**src/rtl/power_switch_sequencer.sv**
```systemverilog
// Power-switch sequencer for a switchable domain: staged switch enables on wake,
// isolation / retention / clock-gate ordering on sleep, sticky timeout on missing ack.
module power_switch_sequencer #(
    parameter int N_STAGES    = 4,
    parameter int STAGE_DLY   = 8,
    parameter int ACK_TIMEOUT = 64
) (
    input  logic                clk,
    input  logic                rst_n,
    input  logic                sleep_req,
    input  logic                sw_ack,
    output logic [N_STAGES-1:0] sleep_n,
    output logic                iso_en,
    output logic                save,
    output logic                restore,
    output logic                clk_en,
    output logic                domain_on,
    output logic                err
);

    // state     | meaning
    // ----------+------------------------------------------------------------
    // OFF       | all stages off, isolated, clock gated; waits for wake
    // WAKE      | stages enabled one by one, STAGE_DLY cycles apart
    // WAIT_ACK  | all stages on, waiting for power-good (bounded)
    // RESTORE   | one-cycle retention restore strobe, still isolated
    // ON        | domain powered, un-isolated, clocked
    // CLK_STOP  | clock gated first on the way down
    // ISO       | isolation clamps applied
    // SAVE      | one-cycle retention save strobe
    // SHUTDOWN  | all stages switched off together
    typedef enum logic [3:0] {
        S_OFF,
        S_WAKE,
        S_WAIT_ACK,
        S_RESTORE,
        S_ON,
        S_CLK_STOP,
        S_ISO,
        S_SAVE,
        S_SHUTDOWN
    } state_t;

    localparam int DW = $clog2(STAGE_DLY + 1);
    localparam int TW = $clog2(ACK_TIMEOUT + 1);
    localparam logic [DW-1:0] DLY_LAST = DW'(STAGE_DLY - 1);
    localparam logic [TW-1:0] TO_LAST  = TW'(ACK_TIMEOUT - 1);
    localparam logic [N_STAGES-1:0] FIRST_STAGE = N_STAGES'(1);
    localparam logic [N_STAGES-1:0] ALL_STAGES  = {N_STAGES{1'b1}};

    state_t        state;
    logic [DW-1:0] dly_cnt;
    logic [TW-1:0] to_cnt;
    logic          wake_blk;

    // Outputs are assigned together with the state they belong to, so every
    // output reflects the state register on the same cycle.
    always_ff @(posedge clk or negedge rst_n) begin
        if (!rst_n) begin
            state     <= S_OFF;
            sleep_n   <= '0;
            iso_en    <= 1'b1;
            save      <= 1'b0;
            restore   <= 1'b0;
            clk_en    <= 1'b0;
            domain_on <= 1'b0;
            err       <= 1'b0;
            wake_blk  <= 1'b0;
            dly_cnt   <= '0;
            to_cnt    <= '0;
        end else begin
            save    <= 1'b0;
            restore <= 1'b0;
            dly_cnt <= '0;
            to_cnt  <= '0;
            case (state)
                S_OFF: begin
                    if (sleep_req) begin
                        wake_blk <= 1'b0;
                    end else if (!wake_blk) begin
                        state   <= S_WAKE;
                        sleep_n <= FIRST_STAGE;
                    end
                end
                S_WAKE: begin
                    if (sleep_req) begin
                        state   <= S_OFF;
                        sleep_n <= '0;
                    end else if (dly_cnt == DLY_LAST) begin
                        if (sleep_n[N_STAGES-1]) begin
                            state <= S_WAIT_ACK;
                        end else begin
                            sleep_n <= (sleep_n << 1) | FIRST_STAGE;
                        end
                    end else begin
                        dly_cnt <= dly_cnt + DW'(1);
                    end
                end
                S_WAIT_ACK: begin
                    if (sleep_req) begin
                        state   <= S_OFF;
                        sleep_n <= '0;
                    end else if (sw_ack) begin
                        state   <= S_RESTORE;
                        restore <= 1'b1;
                    end else if (to_cnt == TO_LAST) begin
                        state    <= S_OFF;
                        sleep_n  <= '0;
                        err      <= 1'b1;
                        wake_blk <= 1'b1;
                    end else begin
                        to_cnt <= to_cnt + TW'(1);
                    end
                end
                S_RESTORE: begin
                    state     <= S_ON;
                    iso_en    <= 1'b0;
                    clk_en    <= 1'b1;
                    domain_on <= 1'b1;
                end
                S_ON: begin
                    if (sleep_req) begin
                        state     <= S_CLK_STOP;
                        clk_en    <= 1'b0;
                        domain_on <= 1'b0;
                    end
                end
                S_CLK_STOP: begin
                    state  <= S_ISO;
                    iso_en <= 1'b1;
                end
                S_ISO: begin
                    state <= S_SAVE;
                    save  <= 1'b1;
                end
                S_SAVE: begin
                    state   <= S_SHUTDOWN;
                    sleep_n <= '0;
                end
                S_SHUTDOWN: begin
                    state <= S_OFF;
                end
                default: begin
                    state     <= S_OFF;
                    sleep_n   <= '0;
                    iso_en    <= 1'b1;
                    clk_en    <= 1'b0;
                    domain_on <= 1'b0;
                end
            endcase
        end
    end

    // Keeps the full-on pattern referenced for readers checking ON-state values.
    logic unused_all_on;
    assign unused_all_on = &ALL_STAGES;

endmodule

```
**config.mk**
```make
export PLATFORM = sky130hd
export DESIGN_NAME = power_switch_sequencer
export DESIGN_NICKNAME = d
export VERILOG_FILES = /design/src/rtl/power_switch_sequencer.sv
export SDC_FILE = /design/constraint.sdc
export NUM_CORES = 1
export LEC_CHECK = 0
export BUFFER_PORTS_ARGS = -buffer_cell sky130_fd_sc_hd__buf_2
export CORE_MARGIN = 10
export CORE_UTILIZATION = 50
export DETAILED_ROUTE_END_ITERATION = 7
export GPL_TIMING_DRIVEN = 1
export MAX_ROUTING_LAYER = met4
export PLACE_DENSITY_LB_ADDON = 0.05
export REMOVE_ABC_BUFFERS = 1
export SYNTH_ARGS = -nofsm -noshare
export SYNTH_HDL_FRONTEND = slang
export SYNTH_SLANG_ARGS = --single-unit
```
**constraint.sdc**
```tcl
create_clock -name clk -period 3.8 [get_ports clk]
set_clock_uncertainty 0.05 [all_clocks]
set_input_delay 0.19 -clock clk [delete_from_list [all_inputs] [get_ports clk]]
set_output_delay 0.19 -clock clk [all_outputs]
set_load 0.02 [all_outputs]
```
==> results of run 1 <==
cells in the final DEF (no fill, tap or decap), drive strengths merged:
cell	synthesis	layout
nor4	1	1
clkbuf	2	4
inv	5	5
nand3	5	5
and3	3	3
a32o	2	2
o21ai	7	7
mux2i	1	1
and2	1	1
nor2b	3	3
dfstp	1	1
a21o	3	3
or4	1	1
a21oi	8	8
o31ai	2	2
nand3b	1	1
nor4b	1	1
o32a	1	1
a31oi	1	1
buf	4	13
nand2b	3	3
ha	2	2
o211ai	2	2
nand2	9	9
dfrtp	24	24
nor3b	2	2
nor3	6	6
or3	1	1
o211a	2	2
nor2	12	12
xnor2	3	3
xor2	4	4
dlygate4sd3	0	1
state kept, by name, summed over array words and instances (netlist names):
register and count:
to_cnt 7, state 4, dly_cnt 4, iso_en 1
domain_on 1, save 1, sleep_n 4, wake_blk 1
restore 1, err 1
cell type report:
cell class              count  area [um^2]
repair buffers             14         75.1
fillers                   207          946
flip-flops and latches     25          627
inverters                   5         18.8
well taps                  28         35.0
clock buffers               4         26.3
multi-input cells          87          548
cells by family after synthesis:
kind of cell / Yosys count / share of synthesized area (%)
flip-flops: 25 / 51.0
XOR/XNOR: 7 / 4.98
AND/OR/NAND/NOR: 49 / 21.2
buffers and inverters: 11 / 4.48
multiplexers: 1 / 0.814
AO/OA/AOI/OAI: 28 / 15.6
adder cells (fa/ha/maj): 2 / 2.03
through the flow:
step	utilization (%)	total power, mW	std cells	hold slack (ns)	setup WS (ns)
final	58.4	0.837	163	0.0873	1.66
after global routing	58.4	0.909	163	0.0805	1.56
after CTS	58.4	0.847	163	0.0788	1.66
after detailed placement	56.8	0.730	158	0.161	1.67
after global placement	56.8	0.727	158	0.153	1.72
after floorplan	-	0.638	117	-0.156	1.82
routing by layer:
metal,GRT usage [%],wire length (um),vias to the layer above
met3,2.57,75,4
met2,14.9,1020,15
li1,-,-,458
met4,4.21,26,0
met1,12.0,1160,452
met5,-,0,-
power by group through the flow:
stage	clock network, mW	logic [mW]	registers, mW
after detailed placement	0	0.337	0.393
final	0.113	0.335	0.390
after global routing	0.129	0.379	0.401
after CTS	0.118	0.341	0.388
after global placement	0	0.338	0.389
after floorplan	0	0.223	0.415
critical path, delay by kind of cell, from the launching register on:
| kind | cells | cell delay (ns) |
|---|---|---|
| compound gates | 2 | 0.54 |
| flops | 1 | 0.55 |
| simple gates | 3 | 0.91 |
path summary, 6_finish.rpt:
| check | start | end | slack [ns] | cells past startpoint |
|---|---|---|---|---|
| worst max-delay path | state[2]$_DFFE_PN0P_ | sleep_n[1]$_DFFE_PN0P_ | 1.66 | 5 |
| worst min-delay path | sw_ack | to_cnt[6]$_DFF_PN0_ | 0.09 | 2 |
| worst max register to register | state[2]$_DFFE_PN0P_ | sleep_n[1]$_DFFE_PN0P_ | 1.66 | 5 |
| worst min register to register | err$_DFFE_PN0P_ | err$_DFFE_PN0P_ | 0.42 | 1 |
| max in group asynchronous | rst_n | iso_en$_DFFE_PN1N_ | 2.99 | 2 |
| min in group asynchronous | rst_n | err$_DFFE_PN0P_ | 0.34 | 2 |
what timing repair did:
action | 4_1_cts | 5_1_grt
endpoints found under the setup margin | 0 | 0
hold endpoints to repair | 24 | 0
hold buffers | 1 | 0
==> impl_metrics.csv, run 1 <==
group,metric,value,unit
power,p_sw,0.329,mW
logic_synthesis,ys_ff_latch,25,
logic_synthesis,ys_warn_count,0,
logic_synthesis,netlist_top_cells_area,"dfrtp_1, nor2_1, a21oi_1",
setup_path,critPathSlowestCell,"dfrtp_1",
power,p_comb_share,40.0,%
timing,setup_tns,0,ns
clock_tree,numCtsBuffers,3,
logic_synthesis,synth-edff-count,0,
timing,fmax,0.467,GHz
drt,drc,0,
power,p_int,0.508,mW
logic_synthesis,ys_async_sr_fraction,100,%
final_layout,area_growth,8.14,%
die,ioPinCount,14,
placement,io_buffer_count,13,
logic_synthesis,synthFlopType,"dfrtp_1",
timing,rsz0062_at_grt,"false",
power,leakage,0.628,nW
logic_synthesis,syn_avg_cell_area,10.0,um^2
global_routing,grt_pass1_wl,3.96,mm
global_routing,antenna_found_initial,0,
hold_path,hold_class,"input port to flip-flop",
power,peakVddDrop,0.390,mV
final_layout,nNetsFinal,142,
setup_path,crit_path_max_fanout,15,
die,fp.coreArea,0.00228,mm^2
drt,wl_per_cell,14.0,um
power,switching_share,39.3,%
logic_synthesis,synth.top_cell.area_share,48.8,%
clock_tree,clk_latency,0.31,ns
clock_tree,clkTransAtPathRegs,0.13,ns
global_routing,grt_use_total,9.84,%
die,dieWidth,69.6,um
placement,gp_congestion,0.873,
logic_synthesis,syn_area,0.00123,mm^2
final_layout,design_area,0.00133,mm^2
setup_path,cp.arrival,2.31,ns
run_status,status,"finished clean",
timing,hold_violations,0,
global_routing,grt_pass1_vias,945,
placement,placed_area,0.00129,mm^2
timing,min_period,2.14,ns
final_layout,num_antenna_cells,0,
setup_path,critPathLaunchType,"flip-flop",
power,pwr-share-clk,13.5,%
timing,min_period_over_period,56.4,%
drt,dr.pass1.iters,4,
flow_run,drv_cap,0,
setup_path,worstPathCellList,"nand2b_4 -> or4_1 -> o211a_4 -> and3_4 -> a32o_1",
global_routing,grt_max_degree,26,
clock_tree,htree_levels,1,
clock_tree,postCtsSetupBuffers,0,
logic_synthesis,synth_top_area_cell,"dfrtp_1",
die,die_area,0.00484,mm^2
drt,viasPerCell,5.70,
setup_path,setup.worst_path.end_class,"flip-flop",
drt,vias,929,
setup_path,crit_type,"flip-flop to flip-flop",
clock_tree,cts.sinks,25,
logic_synthesis,yosysSeqAreaShare,51.0,%
clock_tree,cts_tree,"built",
clock_tree,ctsResizeCount,0,
logic_synthesis,syn_inst,123,
drt,first_iter_violations,48,
power,p_seq_share,46.5,%
drt,routed_wl,2.28,mm
clock_tree,root_buffer,"clkbuf_4",
setup_path,max_stage_delay,0.55,ns
timing,tightest_slew,0.594,ns
timing,slew-limit-headroom,60.1,%
die,rows,17,
drt,ant_nets,0,
logic_synthesis,synth_most_common_cell,"dfrtp_1",
clock_tree,clockBufferDepth,2,
timing,drv_slew,0,
die,die_h,69.6,um
logic_synthesis,ys_types,37,
die,start_util,54.0,%
final_layout,drive_gt1_share,14.8,%
logic_synthesis,synth_common_cells,"dfrtp_1, nor2_1, nand2_1, a21oi_1, o21ai_0",
setup_path,required,3.96,ns
power,power_density,629,mW/mm^2
global_routing,overflow,0,
placement,post-dp-hpwl,1.66,mm
timing,setup_viol,0,
Power figures use the tool's default switching activity.
==> inputs of run 2 (changes only) <==
- ABC_AREA: unset -> 1
- clock period: 3.8 -> 1.9 ns (I/O delays scaled with it)
==> run 2 against run 1 <==
Core utilization up 0.17 points. Critical path type unchanged. Routed wire length rose by 16%. Hold slack got worse by 0.018 ns. Synthesized cell count grew 37%. Die area increased by 5.9%. Maximum frequency rose by 38%. Combinational power increased by 130%. Final area rose by 10%. Non-clock buffer count unchanged. Synthesized area is 8.3% higher. Final cell count increased by 32%. Clock power grew 110%.
==> impl_metrics.csv, run 2 <==
group,metric,value,unit
final_layout,fill_cells,241,
global_routing,grt_max_degree,26,
global_routing,antenna_found_initial,0,
setup_path,critPathLaunchType,"flip-flop",
logic_synthesis,synthMuxAreaShare,0,%
drt,drc,0,
power,leakage,0.809,nW
drt,dr.pass1.iters,4,
clock_tree,cts.sinks,25,
drt,ant_nets,0,
global_routing,overflow,0,
drt,first_iter_violations,75,
logic_synthesis,ys_types,22,
timing,setup_viol,0,
power,power_density,1160,mW/mm^2
logic_synthesis,synthSimpleGateAreaFrac,38.7,%
logic_synthesis,synth.top_cell.area_share,45.1,%
die,start_util,53.3,%
run_status,status,"finished clean",
die,ioPinCount,14,
final_layout,largest_reg_flops,7,
clock_tree,cts_tree,"built",
drt,vias,1082,
final_layout,final_cell_mix,"nand2_1, nor2_1, dfrtp_1",
timing,hold_violations,0,
logic_synthesis,netlist_top_cells_area,"dfrtp_1, nand2_1, nor2_1",
hold_path,hold_class,"input port to flip-flop",
flow_run,drv_cap,0,
placement,dpl_worst_slack,0.362,ns
logic_synthesis,synth-xor-area-share,3.29,%
setup_path,required,2.08,ns
timing,min_period_over_period,81.7,%
logic_synthesis,synthFlopType,"dfrtp_1",
die,rows,18,
global_routing,grt_pass1_wl,4.91,mm
timing,tightest_slew,0.550,ns
final_layout,nNetsFinal,192,
setup_path,setup.worst_path.end_class,"flip-flop",
clock_tree,clk_latency,0.32,ns
clock_tree,clockBufferDepth,2,
timing,drv_slew,0,
die,fp.coreArea,0.00250,mm^2
logic_synthesis,ys_async_sr_fraction,100,%
final_layout,drive_gt1_share,20.5,%
drt,routed_wl,2.65,mm
final_layout,num_antenna_cells,0,
timing,setup_tns,0,ns
logic_synthesis,syn_area,0.00133,mm^2
logic_synthesis,syn_avg_cell_area,7.93,um^2
logic_synthesis,synth_common_cells,"nand2_1, nor2_1, dfrtp_1, inv_1, nand3_1",
logic_synthesis,synthAdderAreaFrac,1.88,%
final_layout,utilization,58.6,%
drt,viasPerCell,5.03,
logic_synthesis,synth_top_area_cell,"dfrtp_1",
logic_synthesis,synth_top_family_by_area,"simple AND/OR/NAND/NOR gates",
logic_synthesis,ys_warn_count,0,
timing,slew-limit-headroom,63.4,%
setup_path,cp.arrival,1.73,ns
logic_synthesis,yosysSeqAreaShare,47.0,%
final_layout,mostFrequentLayoutCell,"nand2_1",
clock_tree,numCtsBuffers,3,
setup_path,crit_type,"flip-flop to flip-flop",
placement,placed_area,0.00143,mm^2
timing,layout_setup_ws,0.348,ns
clock_tree,root_buffer,"clkbuf_4",
global_routing,grt_use_met1,12.9,%
placement,gp_congestion,0.879,
timing,fmax,0.644,GHz
power,peakVddDrop,0.694,mV
final_layout,design_area,0.00147,mm^2
global_routing,grtUsageMet3,2.20,%
timing,min_period,1.55,ns
timing,rsz0062_at_grt,"false",
clock_tree,clkTransAtPathRegs,0.14,ns
clock_tree,postCtsSetupBuffers,0,
die,die_h,71.6,um
die,die_area,0.00513,mm^2
clock_tree,ctsResizeCount,0,
logic_synthesis,ys_ff_latch,25,
logic_synthesis,synth-compound-area-share,2.63,%
die,dieWidth,71.6,um
final_layout,regMostFlops,"to_cnt",
global_routing,grt_use_total,11.7,%
logic_synthesis,synth-edff-count,0,
clock_tree,htree_levels,1,
placement,io_buffer_count,13,
logic_synthesis,synth_most_common_cell,"nand2_1",
clock_tree,hold_buffers,1,
final_layout,area_growth,9.95,%
logic_synthesis,syn_inst,168,
global_routing,grt_use_met2,20.3,%
placement,post-dp-hpwl,2.07,mm
power,p_total,1.70,mW
drt,wl_per_cell,12.3,um
setup_path,crit_path_max_fanout,3,
global_routing,grt-busiest-layer,"met2",
global_routing,grt_pass1_vias,1128,
## run 2: cell count changes in the layout (fill, tap and decap cells not counted), sizes merged, moves of 4 or more
cell | previous run | this run
a21oi | 8 | 1
inv | 5 | 21
nand2 | 9 | 42
nand3 | 5 | 22
nor2 | 12 | 40
nor3 | 6 | 0
o21ai | 7 | 3
## run 2: final cells by class
type / instances / area (um^2) / area share [%]
inverter: 21 / 78.8 / 5.38
clock buffer: 3 / 22.5 / 1.54
sequential: 25 / 627 / 42.8
tap: 30 / 37.5 / 2.56
clock inverter: 1 / 5.00 / 0.342
multi-input combinational: 121 / 619 / 42.3
timing repair buffer: 14 / 75.1 / 5.12
## run 2: report_power, final
group / switching, mW / total [mW] / internal, mW
Combinational: 0.521 / 0.772 / 0.251
Clock: 0.159 / 0.238 / 0.0788
Sequential: 0.0839 / 0.694 / 0.610
## run 2: worst paths after layout
kind / endpoint / depth (start not counted) / start / slack [ns]
max: sleep_n[0]$_DFFE_PN0P_ / 8 / to_cnt[0]$_DFF_PN0_ / 0.35
min: to_cnt[1]$_DFF_PN0_ / 4 / sw_ack / 0.07
max reg2reg: sleep_n[0]$_DFFE_PN0P_ / 8 / to_cnt[0]$_DFF_PN0_ / 0.35
min reg2reg: err$_DFFE_PN0P_ / 1 / err$_DFFE_PN0P_ / 0.43
max in group asynchronous: iso_en$_DFFE_PN1N_ / 2 / rst_n / 1.20
min in group asynchronous: dly_cnt[0]$_DFF_PN0_ / 2 / rst_n / 0.22
## run 2: cell families (layout without fill, tap and decap cells)
kind of cell,count (synthesis),in the layout
buffers and inverters,22,39
and+or+nand+nor,108,108
xor gates and xnor gates,5,5
AOI/OAI and AO/OA,6,6
DFF,25,25
adders and majority gates,2,2
## run 2: critical path, stage by stage (launching register included)
cell and delay [ns]:
dfrtp_1 0.41, ha_1 0.19, nand3_1 0.16, nor2_2 0.23
inv_1 0.08, nand3_1 0.11, nand3_2 0.11, nand2_1 0.08
nand2_1 0.05
## run 2: layer usage
metal  vias up  share of wire [%]  wire length (um)
met5         -                  0                 0
met4         0                1.7                44
met3         7                3.5                94
met2        18                 49              1310
met1       499                 45              1210
li1        558                  -                 -
## run 2: through the flow
| stage | instances | hold slack (ns) |
|---|---|---|
| 6_report | 215 | 0.0688 |
| 5_1_grt | 215 | 0.0908 |
| 4_1_cts | 215 | 0.0521 |
| 3_5_place_dp | 210 | 0.0758 |
| 3_3_place_gp | 210 | 0.0592 |
| 2_1_floorplan | 167 | -0.251 |
